==> src/rtl/fetch_sequencer_if.sv <==
// Fetch-side bundle between the sequencer and its core/ROM environment.
// The master modport is the sequencer; the slave modport is the core/ROM side.
interface fetch_sequencer_if #(
    parameter int D    = 12,
    parameter int OFFW = 8,
    parameter int CW   = 16
);
    logic            start;
    logic            stall;
    logic            branch_taken;
    logic            branch_abs;
    logic [D-1:0]    target;
    logic [OFFW-1:0] offset;
    logic [8:0]      machineCode;
    logic [D-1:0]    progCtr;
    logic            instr_valid;
    logic            done;
    logic [CW-1:0]   cycle_count;

    modport master (
        input  start, stall, branch_taken, branch_abs, target, offset, machineCode,
        output progCtr, instr_valid, done, cycle_count
    );

    modport slave (
        output start, stall, branch_taken, branch_abs, target, offset, machineCode,
        input  progCtr, instr_valid, done, cycle_count
    );
endinterface

==> src/rtl/fetch_sequencer.sv <==
// Program counter and fetch controller: IDLE -> RUN -> DONE, with stall,
// halt detection, absolute/relative branches and a saturating RUN-cycle counter.
module fetch_sequencer #(
    parameter int         D          = 12,
    parameter logic [D-1:0] START_ADDR = '0,
    parameter logic [8:0] HALT_CODE  = 9'b111111111,
    parameter int         OFFW       = 8,
    parameter int         CW         = 16
) (
    input  logic                clk,
    input  logic                reset,
    fetch_sequencer_if.master   bus
);

    typedef enum logic [1:0] {
        IDLE = 2'd0,
        RUN  = 2'd1,
        DONE = 2'd2
    } state_e;

    state_e        state_q, state_d;
    logic [D-1:0]  pc_q, pc_d;
    logic [CW-1:0] cnt_q, cnt_d;
    logic          done_q, done_d;

    logic          is_halt;
    logic [D-1:0]  off_ext;

    assign is_halt = (bus.machineCode == HALT_CODE);
    // Relative offsets are two's complement; the sum wraps modulo 2**D.
    assign off_ext = {{(D-OFFW){bus.offset[OFFW-1]}}, bus.offset};

    // NOTE: every always_comb target gets a default first so no path leaves a
    // variable unassigned, which would otherwise infer a latch.
    always_comb begin
        state_d = state_q;
        pc_d    = pc_q;
        cnt_d   = cnt_q;
        done_d  = done_q;
        unique case (state_q)
            IDLE, DONE: begin
                if (bus.start) begin
                    state_d = RUN;
                    pc_d    = START_ADDR;
                    cnt_d   = '0;
                    done_d  = 1'b0;
                end
            end
            RUN: begin
                if (cnt_q != {CW{1'b1}}) begin
                    cnt_d = cnt_q + CW'(1);
                end
                // Priority: stall > halt > branch > increment.
                if (!bus.stall) begin
                    if (is_halt) begin
                        state_d = DONE;
                        done_d  = 1'b1;
                    end else if (bus.branch_taken) begin
                        pc_d = bus.branch_abs ? bus.target : (pc_q + off_ext);
                    end else begin
                        pc_d = pc_q + D'(1);
                    end
                end
            end
            default: begin
                state_d = IDLE;
            end
        endcase
    end

    // NOTE: sequential state uses non-blocking assignments so every register
    // samples pre-edge values, independent of statement order.
    always_ff @(posedge clk) begin
        if (reset) begin
            state_q <= IDLE;
            pc_q    <= '0;
            cnt_q   <= '0;
            done_q  <= 1'b0;
        end else begin
            state_q <= state_d;
            pc_q    <= pc_d;
            cnt_q   <= cnt_d;
            done_q  <= done_d;
        end
    end

    assign bus.progCtr     = pc_q;
    assign bus.instr_valid = (state_q == RUN);
    assign bus.done        = done_q;
    assign bus.cycle_count = cnt_q;

endmodule
==> src/flat_wrapper.sv <==
// flat-port wrapper written by rule: the top's interface ports become plain ports
module fetch_sequencer_flat 
#(
    parameter int         D          = 12,
    parameter logic [D-1:0] START_ADDR = '0,
    parameter logic [8:0] HALT_CODE  = 9'b111111111,
    parameter int         OFFW       = 8,
    parameter int         CW         = 16
)
  (clk, reset, bus_start, bus_stall, bus_branch_taken, bus_branch_abs, bus_target, bus_offset, bus_machineCode, bus_progCtr, bus_instr_valid, bus_done, bus_cycle_count);
  fetch_sequencer_if #(.D(D), .OFFW(OFFW), .CW(CW)) bus_i ();
  input  logic clk;
  input  logic reset;
  input wire logic [$bits(bus_i.start)-1:0] bus_start;
  input wire logic [$bits(bus_i.stall)-1:0] bus_stall;
  input wire logic [$bits(bus_i.branch_taken)-1:0] bus_branch_taken;
  input wire logic [$bits(bus_i.branch_abs)-1:0] bus_branch_abs;
  input wire logic [$bits(bus_i.target)-1:0] bus_target;
  input wire logic [$bits(bus_i.offset)-1:0] bus_offset;
  input wire logic [$bits(bus_i.machineCode)-1:0] bus_machineCode;
  output wire logic [$bits(bus_i.progCtr)-1:0] bus_progCtr;
  output wire logic [$bits(bus_i.instr_valid)-1:0] bus_instr_valid;
  output wire logic [$bits(bus_i.done)-1:0] bus_done;
  output wire logic [$bits(bus_i.cycle_count)-1:0] bus_cycle_count;
  assign bus_i.start = bus_start;
  assign bus_i.stall = bus_stall;
  assign bus_i.branch_taken = bus_branch_taken;
  assign bus_i.branch_abs = bus_branch_abs;
  assign bus_i.target = bus_target;
  assign bus_i.offset = bus_offset;
  assign bus_i.machineCode = bus_machineCode;
  assign bus_progCtr = bus_i.progCtr;
  assign bus_instr_valid = bus_i.instr_valid;
  assign bus_done = bus_i.done;
  assign bus_cycle_count = bus_i.cycle_count;
  fetch_sequencer #(.D(D), .START_ADDR(START_ADDR), .HALT_CODE(HALT_CODE), .OFFW(OFFW), .CW(CW)) u_core (.clk(clk), .reset(reset), .bus(bus_i));
endmodule
==> config.mk <==
export PLATFORM = sky130hd
export DESIGN_NAME = fetch_sequencer_flat
export DESIGN_NICKNAME = d
export VERILOG_FILES = /design/src/rtl/fetch_sequencer_if.sv /design/src/rtl/fetch_sequencer.sv /design/src/flat_wrapper.sv
export SDC_FILE = /design/constraint.sdc
export NUM_CORES = 1
export LEC_CHECK = 0
export CELL_PAD_IN_SITES_DETAIL_PLACEMENT = 0
export CELL_PAD_IN_SITES_GLOBAL_PLACEMENT = 1
export CORE_MARGIN = 2
export CORE_UTILIZATION = 37
export CTS_CLUSTER_SIZE = 12
export DETAILED_ROUTE_END_ITERATION = 8
export PLACE_DENSITY = 0.93
export SETUP_SLACK_MARGIN = 0.3
export SLEW_MARGIN = 20
export SYNTH_ARGS = -nofsm -noshare
export SYNTH_HDL_FRONTEND = slang
export SYNTH_SLANG_ARGS = --single-unit
==> constraint.sdc <==
create_clock -name clk -period 5.3 [get_ports clk]
set_clock_uncertainty 0.1 [all_clocks]
set_input_delay 0.53 -clock clk [delete_from_list [all_inputs] [get_ports clk]]
set_output_delay 0.53 -clock clk [all_outputs]
set_load 0.05 [all_outputs]
==> After elaboration in Yosys (flattened, before gate mapping) <==
Cells that the tools add are included.
{ "word_totals": {"regBits": 31, "inputBits": 35, "output_inout_bits": 30, "wordCells": 40} }
{ "op_classes": {"addsub": 3, "eq_ne": 9, "mux": 17, "reduce_logical": 7} }
{ "ops": {"columns": ["cell", "count"], "rows": [
  ["two-way mux 12 bit", 5],
  ["two-way mux 16 bit", 2],
  ["one-hot mux 16 bit (2 select lines)", 1],
  ["one-hot mux 12 bit (2 select lines)", 1],
  ["adder 16 x 1 -> 16 bit, second input constant", 1],
  ["!= test 16 bit, second input constant", 1],
  ["adder 12 x 1 -> 12 bit, second input constant", 1],
  ["adder 12 bit", 1],
  ["== test 9 bit, second input constant", 1],
  ["AND reduction 4 bit", 2],
  ["two-way mux 2 bit", 3],
  ["!= test 2 bit, second input constant", 3],
  ["AND reduction 3 bit", 2],
  ["!= test 2 x 1 -> 1 bit, second input constant", 2],
  ["one-hot mux 2 bit (2 select lines)", 1],
  ["two-way mux 1 bit", 3],
  ["== test 2 x 1 -> 1 bit, second input constant", 1],
  ["== test 2 bit, second input constant", 1],
  ["logical NOT 2 bit", 1],
  ["one-hot mux 1 bit (2 select lines)", 1],
  ["nonzero test 2 bit", 1],
  ["OR reduction 2 bit", 1]
]} }

==> Logic depth before layout (Yosys ltp) <==
Gate-level depths: netlist of the first run.
{ "logic_depth": {"word_depth": 6, "mapped_depth": 8, "ltp_nobuf": 8} }

==> Least setup slack after synthesis of the first run <==
Ideal clock, no wire load.
{ "synth_path": {"path_kind": "reg-to-reg", "start": "reg u_core.pc_q[0] (netlist: u_core.bus.progCtr[0])", "end": "reg u_core.pc_q[8] (netlist: u_core.bus.progCtr[8])", "setup_ps": 59, "arrival_time_ps": 2378, "slack_ps": 2763, "path_stages_with_launch": 9, "path_buffers": 0, "cell_sequence": "dfxtp_1 -> ha_1 -> fa_1 -> a211oi_1 -> o21ai_0 -> a21o_1 -> a21o_1 -> a221oi_1 -> a21o_1"} }
{ "synth_between": {"elab_chain_len": 6, "word_cells_on_any_way": 7, "cone_classes": "add/sub: 2; mux: 5"} }
{ "synth_lines": {"columns": ["element", "line_no", "source"], "rows": [
  ["start, declared", "fetch_sequencer.sv:22", "logic [D-1:0] pc_q, pc_d;"],
  ["start signal, assigned", "fetch_sequencer.sv:81", "pc_q <= pc_d;"],
  ["adder 12 bit", "fetch_sequencer.sv:59", "pc_d = bus.branch_abs ? bus.target : (pc_q + off_ext);"],
  ["two-way mux 12 bit", "fetch_sequencer.sv:59", null],
  ["two-way mux 12 bit (*)", "fetch_sequencer.sv:58", "end else if (bus.branch_taken) begin"],
  ["two-way mux 12 bit (*)", "fetch_sequencer.sv:55", "if (is_halt) begin"],
  ["two-way mux 12 bit (*)", "fetch_sequencer.sv:54", "if (!bus.stall) begin"],
  ["one-hot mux 12 bit (2 select lines) (*)", "fetch_sequencer.sv:40", "unique case (state_q)"]
]} }
Mark *: on every way between the ends. The rest lies on a longest branch, timed or not. The select of a mux whose other input is x is not followed.
A chain may end at the register's enable or synchronous reset.

==> Worst setup path in the final report of the first run <==
{ "layout_path": {"start": "in bus_branch_abs", "end": "reg u_core.pc_q[9] (netlist: u_core.bus.progCtr[9])"} }
{ "layout_between": {"elab_chain_len": 5} }
{ "layout_lines": {"columns": ["element", "line_no", "source"], "rows": [
  ["start, declared", "flat_wrapper.sv:17", "input wire logic [$bits(bus_i.branch_abs)-1:0] bus_branch_abs;"],
  ["two-way mux 12 bit", "fetch_sequencer.sv:59", null],
  ["two-way mux 12 bit", "fetch_sequencer.sv:58", null],
  ["two-way mux 12 bit", "fetch_sequencer.sv:55", null],
  ["two-way mux 12 bit", "fetch_sequencer.sv:54", null],
  ["one-hot mux 12 bit (2 select lines)", "fetch_sequencer.sv:40", null]
]} }
No other way between the ends. The select of a mux whose other input is x is not followed.

==> results of run 1 <==
## worst max-delay path: cells and delay by family
kind,cells,cell delay (ps)
buf+inv,1,1050
simple gates,2,290
compound gates,4,930
## metal layers
layer	vias to the layer above	wire [microns]	GRT usage, %
li1	1217	-	-
met4	0	73	5.66
met1	1089	2750	22.4
met5	-	0	0
met2	73	2900	29.9
met3	5	464	5.96
## layout make-up
cell class	count	area [sq um]
clock buffers	7	76.3
clock inverters	1	5.00
fillers	610	2920
inverters	8	30.0
multi-input cells	244	1600
flip-flops and latches	31	621
well taps	75	93.8
repair buffers	64	641
## state kept, by name, summed over array words and instances, names as in the netlist
register	cells
u_core.bus.progCtr	12
u_core.state_q	2
u_core.bus.done	1
u_core.bus.cycle_count	16
## synth_stat cells, drive strengths merged (3+ instances only)
library cell and instances:
xor2 12, buf 4, a31oi 7, inv 8, a211o 3, nand3 17, o21ai 16, nor3 4
nand2b 5, ha 13, o21a 3, a211oi 6, o311ai 3, nor2 28, a21oi 23, o211ai 5
nand4 7, or3 3, clkbuf 8, nand2 36, xnor2 7, a21o 6, and2 3, o31ai 6
dfxtp 31
## kinds of logic after synthesis
logic type                 after synthesis  synth area share [%]
and+or+nand+nor                        117                  25.7
AOI/OAI and AO/OA                       91                  27.2
muxes                                    3                  1.36
buffers and inverters                   20                  3.74
adders and majority gates               14                  7.92
xor gates and xnor gates                19                  7.21
DFF                                     31                  26.9
## worst max-delay path by stage
stage,end,depth (start not counted)
4_1_cts,u_core.bus.progCtr[6],9
6_report,u_core.bus.progCtr[9],7
3_3_place_gp,u_core.bus.progCtr[6],9
5_1_grt,u_core.bus.progCtr[9],8
3_5_place_dp,u_core.bus.progCtr[9],7
2_1_floorplan,u_core.bus.progCtr[8],8
## through the flow
stage,cells,setup WS [ps]
6_report,430,2580
5_1_grt,430,2450
2_1_floorplan,295,2760
3_3_place_gp,422,2320
3_5_place_dp,422,2270
4_1_cts,430,2580
## power groups by stage
stage | Sequential (mW) | Combinational [mW] | Clock (mW)
finish | 0.247 | 0.148 | 0.180
global route | 0.248 | 0.162 | 0.195
CTS | 0.247 | 0.149 | 0.185
detailed placement | 0.252 | 0.148 | 0
global placement | 0.252 | 0.148 | 0
floorplan | 0.266 | 0.0800 | 0
==> results.sh, run 1 <==
export IMPL_status="complete, no violations"
export IMPL_clkTransAtPathRegs_ps=70
export IMPL_tritoncts="done"
export IMPL_post_cts_buffers=0
export IMPL_drc=0
export IMPL_grt_remaining_overflow=0
export IMPL_ir_drop_mv=0.138
export IMPL_portBuffers=64
export IMPL_die_x_microns=83.0
export IMPL_antenna_found_initial=0
export IMPL_synth_net_count=344
export IMPL_final_common_cell="clkdlybuf4s50_1"
export IMPL_synth_largest_area_cell="dfxtp_1"
export IMPL_hold_depth=2
export IMPL_required_ps=5370
export IMPL_finalPower_uw=575
export IMPL_placed_area_sq_um=2990
export IMPL_arrival_ps=2800
export IMPL_p_int_uw=396
export IMPL_power_switching_uw=180
export IMPL_grt_max_degree=27
export IMPL_min_delay_start="u_core.bus.done"
export IMPL_synth_cell_types=56
export IMPL_grt_pass1_wl_microns=10400
export IMPL_crit_chain="clkdlybuf4s50_1, or2_2, nor2_1, a2111oi_0, o311ai_1, a31oi_1, o22ai_1"
export IMPL_dp_hpwl_microns=4680
export IMPL_diodes=0
export IMPL_syn_area_sq_um=2310
export IMPL_dieHeight_microns=83.0
export IMPL_reg2reg_from="u_core.bus.progCtr[0]"
export IMPL_grt_pass1_vias=2221
export IMPL_dieArea_sq_um=6880
export IMPL_power_density_nw_per_um2=188
export IMPL_synth_flop_cell="dfxtp_1"
export IMPL_nets=403
export IMPL_seq_power_share_pct=42.9
export IMPL_start_util_pct=38.5
export IMPL_cp_max_fo=26
export IMPL_fin_crit_sh_pct=51.4
export IMPL_drt_vias_per_instance=5.54
export IMPL_synth_top_area_share_pct=26.9
export IMPL_yosysSeqAreaShare_pct=26.9
export IMPL_p_comb_share_pct=25.7
export IMPL_tightest_slew_ps=891
export IMPL_clkLatencyLatePin_ps=290
export IMPL_holdBufCountCts=0
export IMPL_wl_per_cell_microns=14.4
export IMPL_cts_resized=0
export IMPL_synth_cells=295
export IMPL_leakagePower_nw=1.10
export IMPL_drt_iter0_drc=137
export IMPL_final_cell_mix="64 x clkdlybuf4s50_1, 36 x nand2_1, 31 x dfxtp_1"
export IMPL_cts_buffers=5
export IMPL_reg2reg_depth=8
export IMPL_core_area_sq_um=5990
export IMPL_clockPowerShare_pct=31.3
export IMPL_final_util_pct=51.2
export IMPL_rr_endpoint="u_core.bus.progCtr[6]"
export IMPL_setup_tns_ps=0
export IMPL_drt_wl_total_microns=6190
export IMPL_hp_class="flop to flop"
export IMPL_yosys_warnings=0
export IMPL_sw_frac_of_total_pct=31.2
export IMPL_synth_area_leaders="dfxtp_1 27%, ha_1 7.0%, nand2_1 5.9%"
export IMPL_final_cell_area_sq_um=3070
export IMPL_ant_nets=0
export IMPL_num_rows=28
export IMPL_ys_ff_latch=31
export IMPL_end_kind="flop"
export IMPL_slew_headroom_pct=40.4
export IMPL_max_freq_mhz=367
export IMPL_gp_congestion=0.843
export IMPL_slowest_stage="clkdlybuf4s50_1"
export IMPL_vias=2384
export IMPL_finalHoldViolCount=0
export IMPL_hold_worst_slack_ps=361
export IMPL_reg2reg_slack_ps=2810
export IMPL_hold_path_endpoint="u_core.bus.done"
export IMPL_syn_avg_cell_area_sq_um=7.82
export IMPL_start_kind="input port"
export IMPL_cap_violations=0
export IMPL_async_flop_share_pct=0
export IMPL_max_stage_delay_ps=1050
export IMPL_final_layout_size_suffix_gt1_share_pct=5.07
export IMPL_cts_root_buffer="clkbuf_8"
export IMPL_drv_slew=0
export IMPL_synth_edf_count=0
export IMPL_clk_path_buf_depth=2
export IMPL_rsz0062_at_grt="false"
export IMPL_first_pass_iters=5
export IMPL_finalCriticalPeriod_ps=2720
export IMPL_worstSetupPathType="input port to flop"
export IMPL_worstSetupStartpoint="bus_branch_abs"
export IMPL_grt_util_all_layers_pct=18.2
export IMPL_area_growth_pct=32.9
export IMPL_cts_sinks=31
export IMPL_htreeDepth=2
export IMPL_setup_viol=0
export IMPL_io_pins=65
Power figures use the tool's default switching activity.
==> run 2: changes to the inputs <==
--- a/config.mk
+++ b/config.mk
@@ -8,10 +8,10 @@
 export CELL_PAD_IN_SITES_DETAIL_PLACEMENT = 0
 export CELL_PAD_IN_SITES_GLOBAL_PLACEMENT = 1
 export CORE_MARGIN = 2
-export CORE_UTILIZATION = 37
+export CORE_UTILIZATION = 31
 export CTS_CLUSTER_SIZE = 12
 export DETAILED_ROUTE_END_ITERATION = 8
-export PLACE_DENSITY = 0.93
+export PLACE_DENSITY = 0.84
 export SETUP_SLACK_MARGIN = 0.3
 export SLEW_MARGIN = 20
 export SYNTH_ARGS = -nofsm -noshare
==> constraint.sdc (replaced) <==
create_clock -name clk -period 2.2 [get_ports clk]
set_clock_uncertainty 0.1 [all_clocks]
set_input_delay 0.22 -clock clk [delete_from_list [all_inputs] [get_ports clk]]
set_output_delay 0.22 -clock clk [all_outputs]
set_load 0.05 [all_outputs]
==> run 2 against run 1 <==
  * Critical path depth is 1 higher
  * Clock-buffer cell count is 1 lower
  * Total power grew to 2.6 times the previous value
  * Register-to-register slack worse by 2600 ps
  * Flip-flop and latch count stayed put
  * First-iteration DRC count is 33% lower
  * Sequential share of layout area is 2.5 points lower
  * Via count is 8.6% higher
  * Combinational power grew to 3.3 times the previous value
  * Largest power group unchanged
==> results.sh, run 2 (synthesized netlist as in run 1, its figures left out) <==
export IMPL_power_switching_uw=474
export IMPL_drt_wl_total_microns=7330
export IMPL_fill_cells=692
export IMPL_seq_power_share_pct=39.4
export IMPL_ir_drop_mv=0.322
export IMPL_required_ps=2330
export IMPL_portBuffers=64
export IMPL_slowest_stage="fa_2"
export IMPL_start_util_pct=32.0
export IMPL_clkLatencyLatePin_ps=280
export IMPL_sw_frac_of_total_pct=31.8
export IMPL_grt_pass1_vias=2618
export IMPL_clockPowerShare_pct=28.1
export IMPL_largest_reg_flops=16
export IMPL_setup_tns_ps=0
export IMPL_power_density_nw_per_um2=396
export IMPL_finalCriticalPeriod_ps=2030
export IMPL_cts_buffers=5
export IMPL_vias=2590
export IMPL_die_x_microns=90.3
export IMPL_ant_nets=0
export IMPL_htreeDepth=2
export IMPL_diodes=0
export IMPL_core_area_sq_um=7210
export IMPL_grt_remaining_overflow=0
export IMPL_worstSetupPathType="flop to flop"
export IMPL_max_stage_delay_ps=360
export IMPL_grt_max_degree=18
export IMPL_drt_vias_per_instance=5.20
export IMPL_dieHeight_microns=90.3
export IMPL_first_pass_iters=4
export IMPL_crit_top_cell="a21o_1"
export IMPL_fin_crit_sh_pct=92.2
export IMPL_slew_headroom_pct=64.9
export IMPL_final_util_pct=52.2
export IMPL_num_rows=31
export IMPL_start_kind="flop"
export IMPL_p_comb_share_pct=32.5
export IMPL_grt_util_all_layers_pct=18.2
export IMPL_status="complete, no violations"
export IMPL_clkTransAtPathRegs_ps=70
export IMPL_arrival_ps=2160
export IMPL_tightest_slew_ps=525
export IMPL_final_layout_size_suffix_gt1_share_pct=28.3
export IMPL_rsz0062_at_grt="true"
export IMPL_grt_pass1_wl_microns=12300
export IMPL_gp_congestion=0.902
export IMPL_dieArea_sq_um=8150
export IMPL_setup_viol=0
export IMPL_hp_class="flop to flop"
export IMPL_io_pins=65
export IMPL_tritoncts="done"
export IMPL_clk_path_buf_depth=2
export IMPL_cap_violations=0
export IMPL_p_int_mw=1.02
export IMPL_area_growth_pct=63.2
export IMPL_antenna_found_initial=0
export IMPL_dp_hpwl_microns=5510
export IMPL_crit_chain="ha_4, fa_2, a211oi_4, o21ai_2, a21o_1, a21o_1, a221oi_2, a21o_1"
export IMPL_cts_sinks=31
export IMPL_nets=447
export IMPL_cts_root_buffer="clkbuf_8"
export IMPL_max_freq_mhz=493
export IMPL_cp_max_fo=3
export IMPL_leakagePower_nw=1.54
export IMPL_finalHoldViolCount=0
export IMPL_drv_slew=0
export IMPL_drt_iter0_drc=92
export IMPL_final_cell_mix="47 x clkdlybuf4s50_1, 44 x buf_4, 36 x nand2_1"
export IMPL_wl_per_cell_microns=14.7
export IMPL_drc=0
export IMPL_final_common_cell="clkdlybuf4s50_1"
export IMPL_end_kind="flop"
-- run 2: cell count changes in the layout (fill, tap and decap cells not counted), moves of 5 or more --
cell	before	now
dfxtp_4	0	9
a21oi_1	22	17
buf_4	0	44
clkdlybuf4s50_1	64	47
dfxtp_1	31	11
o21ai_0	15	9
dlymetal6s2s_1	0	10
ha_4	0	8
dfxtp_2	0	11
ha_1	13	5
dlygate4sd2_1	0	6
-- run 2: layout make-up --
cell class	instances	area, sq um	area share, %
repair buffers	108	990	26.3
flip-flops and latches	31	668	17.7
clock buffers	6	72.6	1.93
inverters	8	30.0	0.797
well taps	99	124	3.29
multi-input cells	244	1870	49.7
clock inverters	2	8.76	0.233
-- run 2: stage by stage --
step                power (mW)  setup slack [ps]  std cells  hold WS, ps  instance area (sq um)
floorplan                0.846               108        295          260                   2450
global placement          1.03              -247        481          349                   3400
detailed placement        1.03              -268        481          357                   3400
CTS                       1.50               111        496          370                   3670
global route              1.58              65.3        498          405                   3770
finish                    1.49               171        498          366                   3770
-- run 2: critical path, delay by kind of cell, from the launching register on --
kind | cells | cell delay (ps)
adder cells (fa/ha/maj) | 2 | 520
AO/OA/AOI/OAI | 6 | 1020
flip-flops | 1 | 350
-- run 2: routing by layer --
layer  GRT usage, %  vias up  wire, microns  part of all wire (%)
met5              0        -              0                     0
met4           4.87        0             87                   1.2
met3           4.76        9            447                   6.1
met2           31.3       63           3560                    48
met1           22.5     1215           3240                    44
li1               -     1303              -                     -
-- run 2: path summary, 6_finish.rpt --
path / from / end / slack, ps / cells past startpoint
setup / recovery: u_core.bus.progCtr[0] / u_core.bus.progCtr[8] / 170 / 8
hold / removal: u_core.bus.done / u_core.bus.done / 370 / 2
setup reg to reg: u_core.bus.progCtr[0] / u_core.bus.progCtr[8] / 170 / 8
hold reg to reg: u_core.bus.done / u_core.bus.done / 370 / 2
-- run 2: power by group through the flow --
stage | Sequential (mW) | Combinational [mW] | Clock (mW)
final | 0.587 | 0.485 | 0.420
after global routing | 0.589 | 0.527 | 0.464
after CTS | 0.587 | 0.472 | 0.436
after detailed placement | 0.601 | 0.433 | 0
after global placement | 0.601 | 0.427 | 0
after floorplan | 0.637 | 0.209 | 0
-- run 2: repair_timing --
item / 4_1_cts / 5_1_grt
hold buffers: 0 / 0
gates cloned: 0 / 0
setup buffers: 7 / 2
endpoints found under the setup margin: 10 / 28
pin swaps: 22 / 13
resized for setup: 25 / 27
==> RTL edit (flow settings as in run 2) <==
`D` is set to 12 in 3 places; all go to 13.
--- a/src/rtl/fetch_sequencer_if.sv
+++ b/src/rtl/fetch_sequencer_if.sv
@@ -1,7 +1,7 @@
 // Fetch-side bundle between the sequencer and its core/ROM environment.
 // The master modport is the sequencer; the slave modport is the core/ROM side.
 interface fetch_sequencer_if #(
-    parameter int D    = 12,
+    parameter int D    = 13,
     parameter int OFFW = 8,
     parameter int CW   = 16
 );
--- a/src/rtl/fetch_sequencer.sv
+++ b/src/rtl/fetch_sequencer.sv
@@ -1,7 +1,7 @@
 // Program counter and fetch controller: IDLE -> RUN -> DONE, with stall,
 // halt detection, absolute/relative branches and a saturating RUN-cycle counter.
 module fetch_sequencer #(
-    parameter int         D          = 12,
+    parameter int         D          = 13,
     parameter logic [D-1:0] START_ADDR = '0,
     parameter logic [8:0] HALT_CODE  = 9'b111111111,
     parameter int         OFFW       = 8,
--- a/src/flat_wrapper.sv
+++ b/src/flat_wrapper.sv
@@ -1,7 +1,7 @@
 // flat-port wrapper written by rule: the top's interface ports become plain ports
 module fetch_sequencer_flat 
 #(
-    parameter int         D          = 12,
+    parameter int         D          = 13,
     parameter logic [D-1:0] START_ADDR = '0,
     parameter logic [8:0] HALT_CODE  = 9'b111111111,
     parameter int         OFFW       = 8,
Interface: changed (resized bus_progCtr and bus_target); port bits go from 65 to 67. The function was not compared with the original's and may differ.
==> RTL edit against run 2 <==
Maximum frequency shrank 6.2%; final cell count up 3.4%; routed wire length down 0.75%; critical path depth grew 3; highest routed layer unchanged; worst setup slack got worse by 0.13 ns; sequential power grew 1%; area after synthesis grew 4.9%; design area is 2.2% higher; clock power increased by 12%; total power down 0.79%; sequential cell count rose by 1; sequential share of layout area increased by 0.56 points.
==> RTL edit: results (changes against run 2) <==
| Metric | Value |
|---|---|
| Mux share of post-synthesis cell area | `0.02532 (+0.01177)` |
| Starting DRT DRC Count | `61 (-34%)` |
| Adder-Cell Fraction of Synth Area | `0.08062 (+0.001444)` |
| Final nets | `464 (+3.8%)` |
| Tot GR Track Use | `0.1721 (-0.009488)` |
| Clk_lat worst skew | `between 0.2 and 0.3 ns` |
| Sequential area share after synthesis | `0.2646 (-0.004381)` |
| Vias/cell | `5.198 (about the same)` |
| Dpl ws | `-0.4431 ns (-0.1754 ns)` |
| Syn nets | `359 (+4.4%)` |
| Setup repair bufs after CTS | `2 (-5)` |
| Wire length on met3 | `316 um (-29%)` |
| Number of diodes | `0 (unchanged)` |
| Met1 GRT Util | `0.2303 (+0.005756)` |
| Worst hold path startpoint | `u_core.state_q[1]$_SDFFE_PP0P_` |
| Global-route wire length before repair | `11890 um (-3.1%)` |
| Worst r2r path cells | `11 (+3)` |
| Largest net degree at the start of global routing | `27 (+9)` |
| RR Startpoint | `u_core.bus.progCtr[0]$_SDFFE_PP0P_` |
| R2R Path End | `u_core.bus.progCtr[6]$_SDFFE_PP0P_` |
| WL met2 | `3462 um (-2.6%)` |
| Maximum clock path buffer count | `2 (unchanged)` |
| Post-CTS Resized | `30 (+20%)` |
| Status | `finished, final reports clean` |
| Xor/xnor share of the synthesized area | `0.08682 (+0.01470)` |
| Critical path arrival | `2.23 ns (+0.07 ns)` |
| Met2 Usage GRT | `0.2901 (-0.02251)` |
| Hold depth | `2 (unchanged)` |
| Worst slew pin tran | `0.5049 ns (-0.02026 ns)` |
| Met3 Resource Use GR | `0.03011 (-0.01747)` |
| Min Hold Slack | `0.3843 ns (+0.01869 ns)` |
| Top post-synthesis cells by area | `dfxtp_1 26%, ha_1 7.2%, nor2_1 5.9%` |
| CP Max Fanout | `2 (-1)` |
| Number of I/O port buffers | `66 (+3.1%)` |
| Placed Area | `0.003573 mm2 (+5.1%)` |
| Hold EP | `u_core.state_q[1]$_SDFFE_PP0P_` |
| WL met1 | `3435 um (+6.0%)` |
| Post-synth cell types | `59 (+5.4%)` |
| Reg2reg setup slack | `0.04 ns (-0.13 ns)` |
| Leakage power | `1.557 nW (+0.78%)` |
| Placed insts | `501 (+4.2%)` |
| Final GP Congestion | `0.8732 (-3.2%)` |
| Max Used Layer | `met4` |
| Layout cell share with drive strength beyond 1 | `0.2785 (-0.004758)` |
| Mean Syn Cell Area | `7.861 um2 (+0.51%)` |
| Max FFs per register | `16 (unchanged)` |
| Drt total wl | `7276 um (-0.75%)` |
| Vias in the first global route | `2556 (-2.4%)` |
| WL/cell | `14.13 um (-4.0%)` |
| VDD IR max | `222.1 uV (-31%)` |
| Detailed placement HPWL | `5563 um (+0.95%)` |
| Compound-Gate Fraction of Synth Area | `0.2279 (-0.04378)` |
| Most frequent cells after synthesis | `38 x nor2_1, 32 x dfxtp_1, 29 x nand2_1, 24 x a21oi_1, 17 x o21ai_0` |
| DR pass1 iterations | `4 (unchanged)` |
| FILL cells | `741 (+7.1%)` |
## RTL edit: report_power, final
part	total (mW)	switching, mW	internal [mW]
clock network	0.469	0.225	0.244
logic	0.419	0.217	0.202
registers	0.593	0.0159	0.577
total	1.48	0.458	1.02
## RTL edit: critical path, stage by stage (launching register included)
cell and delay [ns]:
dfxtp_4 0.36, ha_4 0.13, inv_2 0.04, fa_2 0.35, nand2b_4 0.16, buf_4 0.13
buf_6 0.11, a21oi_1 0.13, nor2b_1 0.07, xnor2_1 0.13, a221oi_1 0.26, o22ai_1 0.10
## RTL edit: cell type report
class / count / area, um2 / share of cell area
Multi-Input combinational cell: 259 / 1926 / 0.5003
Timing Repair Buffer: 109 / 982.2 / 0.2552
Sequential cell: 32 / 704.4 / 0.1830
Tap cell: 102 / 127.6 / 0.03316
Clock buffer: 6 / 82.58 / 0.02146
Inverter: 6 / 22.52 / 0.005852
Clock inverter: 1 / 3.754 / 0.0009753
## RTL edit: worst max path at each step
stage	start	to	slack, ns	cells after the start
final	u_core.bus.progCtr[0]$_SDFFE_PP0P_	u_core.bus.progCtr[6]$_SDFFE_PP0P_	0.04	11
after global routing	u_core.bus.progCtr[0]$_SDFFE_PP0P_	u_core.bus.progCtr[6]$_SDFFE_PP0P_	-0.06	11
after global placement	bus_offset[0]	u_core.bus.progCtr[8]$_SDFFE_PP0P_	-0.42	10
after detailed placement	bus_offset[0]	u_core.bus.progCtr[8]$_SDFFE_PP0P_	-0.44	10
after CTS	u_core.bus.progCtr[0]$_SDFFE_PP0P_	u_core.bus.progCtr[8]$_SDFFE_PP0P_	0.05	9
after floorplan	u_core.bus.progCtr[0]$_SDFFE_PP0P_	u_core.bus.progCtr[8]$_SDFFE_PP0P_	-0.04	9
